[config.mk]
export PLATFORM = sky130hd
export DESIGN_NAME = mem_port_arbiter
export DESIGN_NICKNAME = d
export VERILOG_FILES = /design/src/rtl/cpu_arb_pkg.sv /design/src/rtl/mux2_1x64.sv /design/src/rtl/mem_port_arbiter.sv
export SDC_FILE = /design/constraint.sdc
export NUM_CORES = 1
export LEC_CHECK = 0
export CAP_MARGIN = 20
export CORE_AREA = 2 2 208 210
export CTS_CLUSTER_SIZE = 28
export DETAILED_ROUTE_END_ITERATION = 8
export DIE_AREA = 0 0 210 212
export GPL_TIMING_DRIVEN = 0
export PLACE_DENSITY = 0.44
export SYNTH_ARGS = -nofsm -noshare
export SYNTH_HDL_FRONTEND = slang
export SYNTH_SLANG_ARGS = --single-unit
[constraint.sdc]
create_clock -name clk -period 2.7 [get_ports clk]
set_input_delay 0.54 -clock clk [delete_from_list [all_inputs] [get_ports clk]]
set_output_delay 0.54 -clock clk [all_outputs]
set_load 0.03 [all_outputs]
[src/rtl/cpu_arb_pkg.sv]
// Shared types and constants for the two-requester memory port arbiter.
package cpu_arb_pkg;

  localparam int NUM_REQ = 2;
  localparam int DATA_W  = 64;
  localparam int CNT_W   = 8;

  typedef enum logic [1:0] {
    IDLE = 2'd0,
    BUSY = 2'd1,
    RESP = 2'd2
  } arb_state_t;

  // A lone requester wins outright; a tie goes to whoever did not win last.
  function automatic logic pick_winner(input logic [NUM_REQ-1:0] req, input logic last);
    if (req == 2'b11) return ~last;
    return req[1];
  endfunction

endpackage

[src/rtl/mux2_1x64.sv]
// 64-bit two-input multiplexer used for request steering onto the shared port.
module mux2_1x64 (
  input  logic [63:0] d0,
  input  logic [63:0] d1,
  input  logic        sel,
  output logic [63:0] y
);

  assign y = sel ? d1 : d0;

endmodule

[src/rtl/mem_port_arbiter.sv]
// Round-robin arbiter granting one of two requesters a shared memory port,
// with a bounded wait for port_ready and a one-cycle response slot.
module mem_port_arbiter
  import cpu_arb_pkg::*;
#(
  parameter int TIMEOUT = 16
) (
  input  logic                  clk,
  input  logic                  reset,
  input  logic [NUM_REQ-1:0]    req,
  input  logic [NUM_REQ-1:0]    we,
  input  logic [DATA_W-1:0]     addr  [NUM_REQ],
  input  logic [DATA_W-1:0]     wdata [NUM_REQ],
  output logic [NUM_REQ-1:0]    gnt,
  output logic [NUM_REQ-1:0]    done,
  output logic [NUM_REQ-1:0]    err,
  output logic [DATA_W-1:0]     rdata,
  output logic                  port_valid,
  output logic                  port_we,
  output logic [DATA_W-1:0]     port_addr,
  output logic [DATA_W-1:0]     port_wdata,
  input  logic                  port_ready,
  input  logic [DATA_W-1:0]     port_rdata
);

  localparam logic [CNT_W-1:0] CNT_MAX = CNT_W'(TIMEOUT - 1);

  arb_state_t          state_q, state_d;
  logic                sel_q, sel_d;
  logic                last_q, last_d;
  logic                win;
  logic [NUM_REQ-1:0]  gnt_q, gnt_d, done_q, done_d, err_q, err_d;
  logic [DATA_W-1:0]   rdata_q, rdata_d;
  logic [CNT_W-1:0]    cnt_q, cnt_d;

  always_ff @(posedge clk or posedge reset) begin
    if (reset) begin
      state_q <= IDLE;
      sel_q   <= 1'b0;
      last_q  <= 1'b1;
      gnt_q   <= '0;
      done_q  <= '0;
      err_q   <= '0;
      rdata_q <= '0;
      cnt_q   <= '0;
    end else begin
      state_q <= state_d;
      sel_q   <= sel_d;
      last_q  <= last_d;
      gnt_q   <= gnt_d;
      done_q  <= done_d;
      err_q   <= err_d;
      rdata_q <= rdata_d;
      cnt_q   <= cnt_d;
    end
  end

  always_comb begin
    state_d = state_q;
    sel_d   = sel_q;
    last_d  = last_q;
    gnt_d   = gnt_q;
    done_d  = '0;
    err_d   = '0;
    rdata_d = rdata_q;
    cnt_d   = cnt_q;
    win     = pick_winner(req, last_q);
    case (state_q)
      IDLE: begin
        if (|req) begin
          sel_d      = win;
          last_d     = win;
          gnt_d      = '0;
          gnt_d[win] = 1'b1;
          cnt_d      = '0;
          state_d    = BUSY;
        end
      end
      BUSY: begin
        // Requester inputs are not re-examined here: dropping req mid-flight
        // does not abort the transaction.
        if (port_ready) begin
          rdata_d        = port_rdata;
          done_d[sel_q]  = 1'b1;
          gnt_d          = '0;
          state_d        = RESP;
        end else if (cnt_q == CNT_MAX) begin
          err_d[sel_q]   = 1'b1;
          gnt_d          = '0;
          state_d        = RESP;
        end else begin
          cnt_d          = cnt_q + 1'b1;
        end
      end
      RESP:    state_d = IDLE;
      default: state_d = IDLE;
    endcase
  end

  assign gnt        = gnt_q;
  assign done       = done_q;
  assign err        = err_q;
  assign rdata      = rdata_q;
  assign port_valid = (state_q == BUSY);
  assign port_we    = we[sel_q];

  mux2_1x64 u_addr_mux (
    .d0  (addr[0]),
    .d1  (addr[1]),
    .sel (sel_q),
    .y   (port_addr)
  );

  mux2_1x64 u_wdata_mux (
    .d0  (wdata[0]),
    .d1  (wdata[1]),
    .sel (sel_q),
    .y   (port_wdata)
  );

endmodule

==> results of run 1 <==
layout make-up:
class	instances	area, um2
flip-flops and latches	82	2050
repair buffers	527	5260
well taps	546	683
inverters	3	13.8
clock inverters	5	85.1
diodes	2	5.00
fillers	4483	31400
plain buffers	25	219
clock buffers	11	243
multi-input cells	250	2520
sequential cells by signal, indices dropped and copies added (netlist names):
name and count:
rdata 64, cnt_q 8, done 2, err 2, gnt 2, state_q 2
last_q 1, sel_q 1
cells by family (layout without fill, tap and decap cells):
group           after synthesis  in the layout  share of synthesized area (%)
buf+inv                      28            571                           3.59
simple gates                 35             35                           3.93
other cells                   0              2                              0
fa+ha+maj                     1              1                          0.264
mux                         193            193                           45.8
compound gates               19             19                           2.77
flops                        82             82                           43.3
xor+xnor                      2              2                          0.369
through the flow:
stage	total power (W)	area (um2)
after floorplan	0.00639	4740
after global placement	0.00978	10700
after detailed placement	0.00977	10700
after CTS	0.0110	11000
after global routing	0.0114	11100
final	0.0108	11100
layer usage:
| metal | track usage [%] | wire [um] | vias to the layer above | share of wire (%) |
|---|---|---|---|---|
| met5 | 0 | 49 | - | 0.19 |
| met4 | 2.47 | 261 | 8 | 1.0 |
| met3 | 3.80 | 2180 | 25 | 8.5 |
| met2 | 19.4 | 13400 | 234 | 52 |
| met1 | 11.9 | 9780 | 2418 | 38 |
| li1 | - | - | 2386 | - |
synth_stat cells, drive strengths merged (2+ instances only):
master,n
clkbuf,8
nor2,4
inv,3
and3,4
mux2,193
nor4,2
dfrtp,81
xor2,2
buf,17
a211o,2
a21oi,5
nand3,8
o21ai,4
nand2,11
worst paths after layout:
kind	end	slack (ns)
hold / removal	rdata[0]	0.49
hold reg to reg	rdata[0]	0.49
setup reg to reg	cnt_q[5]	0.77
max in group asynchronous	last_q	1.42
min in group asynchronous	rdata[45]	0.60
setup / recovery	port_addr[9]	0.11
critical path, delay by kind of cell, from the launching register on:
kind                   cells  cell delay (ns)
muxes                      1             0.34
DFF                        1             0.32
buffers and inverters      3             1.03
where the power goes:
group,total (W),internal (W),switching [W],leakage (nW)
clock,0.00139,0.000844,0.000542,0.157
sequential,0.00208,0.00180,0.000286,0.991
combinational,0.00731,0.00328,0.00403,3.54
total,0.0108,0.00592,0.00486,4.69
==> summary.txt, run 1 <==
Post-Syn Instances: 360
arrival time worst endpoint: 2.05 ns
Synth Cell Area: 0.00474 mm2
CP peak stage delay: 0.59 ns
FMAX: 386 MHz
# clock sinks: 82
Via density: 3.49
Final Setup Violations: 0
WS Path Type: reg2out
RSZ-0062 raised after global routing: false
Detail Route Antenna Nets: 0
MaxCap Viol Count: 0
Worst-Margin Slew: 0.646 ns
residual DRC count: 0
GRT Util Overall: 10.7%
Finished Core Util: 26.1%
syn_area_per_cell: 13.2 um2
DR WL/cell: 17.7 um
synth top area cells: dfrtp_1, mux2_2, mux2_1
Core Region: 0.0425 mm2
clk buf depth: 2
drt total wl: 25.6 mm
Syn-to-layout area delta: 134%
worst vdd ir: 0.528 mV
CTS Hold Bufs: 0
worst slew margin relative to its limit: 56.5%
later-pin clock latency in the skew report: 0.34 ns
CTS tree: built
PostCTS Resize Cnt: 113
Synth top area share: 42.7%
worst endpoint required time: 2.16 ns
HP Class: reg2reg
TritonCTS buffer count: 9
H-tree levels: 3
status: complete, no violations
total die area: 0.0445 mm2
FFs w/ async S/R, synth: 100%
most frequent cells in the layout: clkdlybuf4s50_1, mux2_2, dlygate4sd2_1
CP Cell Sequence: buf_4 -> clkbuf_4 -> mux2_2 -> clkdlybuf4s50_1
clock slew at reported path FFs: 0.07 ns
synth unique cells: 35
IO Port Bufs: 526
Clock Skew: 0.0105 ns
Leak Pwr: 4.69 nW
power density over cell area: 973 mW/mm2
GR Overflow Total: 0
syn_nets: 688
area leader, netlist: dfrtp_1
r2r startpoint: cnt_q[0]
Top Ports: 527
Die Ht: 212 um
pin count of the biggest net entering global routing: 44
type of element capturing the critical path: primary output
crit share post-route: 96.0%
post-layout min period: 2.59 ns
Max FO, Critical Path: 10
number of cell rows: 76
Starting Density: 11.2%
Most used DFF post-synth: dfrtp_1
warnings from Yosys: 0
Fin Hold WS: 0.493 ns
Slew Viols, Final: 0
hpwl dp: 21.7 mm
postcts setup bufs: 0
FF-to-FF path depth: 7
initial drt markers: 119
Die X-Extent: 210 um
Final WS setup: 0.109 ns
first-pass GRT wire length: 35.0 mm
# placed instances: 1433
setup TNS: 0 ns
Hold Path Origin: rdata[0]
Seq cells post-synth: 82
Final nets: 1226
routed via count: 5071
crit start category: register
drt pass-1 iters: 4
Seq/Total Area, Yosys: 43.3%
Fin. Hold Viols: 0
initial antenna violation count: 6
fin cells: 1451
Hold Path Depth: 1
crit path from: sel_q
Slowest-stage cell, CP: clkdlybuf4s50_1
number of global-route vias before repair: 5320
most common cell after layout, fill and taps aside: clkdlybuf4s50_1
gpl congestion: 0.710
layout cell share with drive strength beyond 1: 21.3%
number of synthesized flops with an enable pin: 0
post-place setup slack: -0.400 ns
clk root buf: clkbuf_16
Power figures use the tool's default switching activity.
==> run 2, diff against run 1 <==
Settings changed: CELL_PAD_IN_SITES_DETAIL_PLACEMENT from default to 1, CELL_PAD_IN_SITES_GLOBAL_PLACEMENT from default to 1, CORE_AREA 2 2 208 210 to 2 2 203 205, CTS_CLUSTER_DIAMETER from default to 120, DIE_AREA 0 0 210 212 to 0 0 205 207, PLACE_DENSITY 0.44 to 0.6, SLEW_MARGIN from default to 25.
==> run 2 against run 1 <==
Compared with the run above:
- largest power group unchanged
- utilization rose by 1.2 points
- count of clock-buffer cells in the layout decreased by 1
- design area decreased by 0.50%
- worst setup slack worse by 0.0028 ns
- highest routed layer unchanged
==> summary.txt, run 2 (same netlist as run 1, synthesis figures left out) <==
status: complete, no violations
hpwl dp: 23.6 mm (+8.7%)
worst r2r dst: cnt_q[5]
FMAX: 386 MHz (-0.11%)
first-pass GRT wire length: 38.1 mm (+8.6%)
GR Overflow Total: 0 (unchanged)
Die Ht: 207 um (-2.4%)
Gate power share: 69.2% (+1.4 points)
Clk pwr share: 11.1% (-1.7 points)
arrival time worst endpoint: 2.05 ns (about the same)
CTS tree: built
residual DRC count: 0 (unchanged)
GRT Util Overall: 12.3% (+1.6 points)
clock slew at reported path FFs: 0.06 ns (about the same)
Finished Core Util: 27.3% (+1.2 points)
# clock sinks: 82 (unchanged)
Final nets: 1226 (unchanged)
Area after DPL: 0.0107 mm2 (-0.14%)
Worst-Margin Slew: 0.653 ns (+0.00725 ns)
share of power burned in registers: 19.7% (+0.4 points)
HP Class: reg2reg
# placed instances: 1419 (-0.98%)
worst vdd ir: 0.525 mV (-0.50%)
clk root buf: clkbuf_16
Slew Viols, Final: 0 (unchanged)
crit start category: register
ANT cells: 0 (-2)
post-place setup slack: -0.438 ns (-0.0382 ns)
worst endpoint required time: 2.16 ns (about the same)
gpl congestion: 0.808 (+14%)
setup TNS: 0 ns (unchanged)
number of cell rows: 74 (-2.6%)
pin count of the biggest net entering global routing: 49 (+11%)
clk buf depth: 2 (unchanged)
CP Capture Point: port_addr[3]
Final WS setup: 0.106 ns (-0.00281 ns)
crit path from: sel_q
fin cells: 1435 (-1.1%)
Reg2Reg Setup Slack: 0.75 ns (-0.02 ns)
most frequent cells in the layout: clkdlybuf4s50_1, mux2_2, dfrtp_1
Syn-to-layout area delta: 132%
Die X-Extent: 205 um (-2.4%)
Finished Cell Area: 0.0110 mm2 (-0.50%)
Hold Path Origin: rdata[20]
Clock Skew: 0.0125 ns (+0.00197 ns)
max reg flops: 64 (unchanged)
H-tree levels: 3 (unchanged)
crit share post-route: 96.1% (+0.10 points)
TritonCTS buffer count: 9 (unchanged)
total die area: 0.0424 mm2 (-4.7%)
DR WL/cell: 19.1 um (+7.8%)
post-layout min period: 2.59 ns (+0.00280 ns)
Max FO, Critical Path: 10 (unchanged)
Starting Density: 11.8% (+0.59 points)
IO Port Bufs: 526 (unchanged)
Via density: 3.59 (+2.6%)
later-pin clock latency in the skew report: 0.35 ns (about the same)
type of element capturing the critical path: primary output
switching portion of total power: 46.2% (+1.1 points)
Final Setup Violations: 0 (unchanged)
worst slew margin relative to its limit: 56.0% (-0.49 points)
layout cell share with drive strength beyond 1: 21.6% (+0.33 points)
r2r startpoint: cnt_q[0]
postcts setup bufs: 0 (unchanged)
routed via count: 5146 (+1.5%)
Core Region: 0.0404 mm2 (-5.0%)
Top Ports: 527 (unchanged)
Fin. Hold Viols: 0 (unchanged)
initial antenna violation count: 3 (-3)
Fill cells: 4595 (+2.5%)
Sw Pwr: 0.00493 W (+1.4%)
FF-to-FF path depth: 7 (unchanged)
PostCTS Resize Cnt: 103 (-8.8%)
drt total wl: 27.3 mm (+6.6%)
drt pass-1 iters: 4 (unchanged)
Detail Route Antenna Nets: 0 (unchanged)
MaxCap Viol Count: 0 (unchanged)
number of global-route vias before repair: 5634 (+5.9%)
initial drt markers: 99 (-17%)
most common cell after layout, fill and taps aside: clkdlybuf4s50_1
Leak Pwr: 4.68 nW (-0.11%)
WS Path Type: reg2out
RSZ-0062 raised after global routing: false
CTS Hold Bufs: 0 (unchanged)
power density over cell area: 967 mW/mm2 (-0.55%)
Internal: 0.00574 W (-3.1%)
-- run 2: cell types whose count changed in the layout (fill, tap and decap cells not counted), moves of 3 or more --
cell             previous run  this run
clkbuf_2                    0         3
clkdlybuf4s50_1           406       411
dlygate4sd2_1              88        76
dlymetal6s2s_1             32        36
-- run 2: layout make-up --
type | count | area [um2] | area share, %
repair buffers | 527 | 5270 | 47.8
multi-input cells | 250 | 2520 | 22.9
flip-flops and latches | 82 | 2050 | 18.6
well taps | 532 | 666 | 6.03
clock buffers | 10 | 229 | 2.08
plain buffers | 25 | 223 | 2.02
clock inverters | 6 | 50.0 | 0.454
inverters | 3 | 16.3 | 0.147
-- run 2: worst min-delay path by stage --
stage / cells past startpoint / slack (ns) / endpoint
final: 1 / 0.49 / rdata[20]
after global routing: 1 / 0.52 / rdata[7]
after CTS: 1 / 0.49 / rdata[20]
after detailed placement: 1 / 0.48 / rdata[2]
after global placement: 1 / 0.47 / rdata[23]
after floorplan: 2 / 0.50 / last_q
-- run 2: layer usage --
metal	GRT usage [%]	wire, um	up-vias
met1	13.9	10500	2461
met2	22.1	13800	270
li1	-	-	2385
met3	4.31	2810	24
met5	0	36	-
met4	2.16	249	6
-- run 2: power by group through the flow --
stage,Sequential (W),Clock (W),Combinational [W]
floorplan,0.00312,0,0.00327
global placement,0.00209,0,0.00768
detailed placement,0.00212,0,0.00770
CTS,0.00211,0.00126,0.00755
global route,0.00218,0.00130,0.00777
finish,0.00210,0.00119,0.00738
-- run 2: stage by stage --
stage	hold slack, ns	power (W)
floorplan	0.504	0.00639
CTS	0.495	0.0109
detailed placement	0.482	0.00983
finish	0.490	0.0107
global placement	0.473	0.00977
global route	0.516	0.0112
-- run 2: critical path, cell delays in order (launching register included) --
cell and delay [ns]:
dfrtp_1 0.32, buf_4 0.18, clkbuf_4 0.26, mux2_2 0.35, clkdlybuf4s50_1 0.59
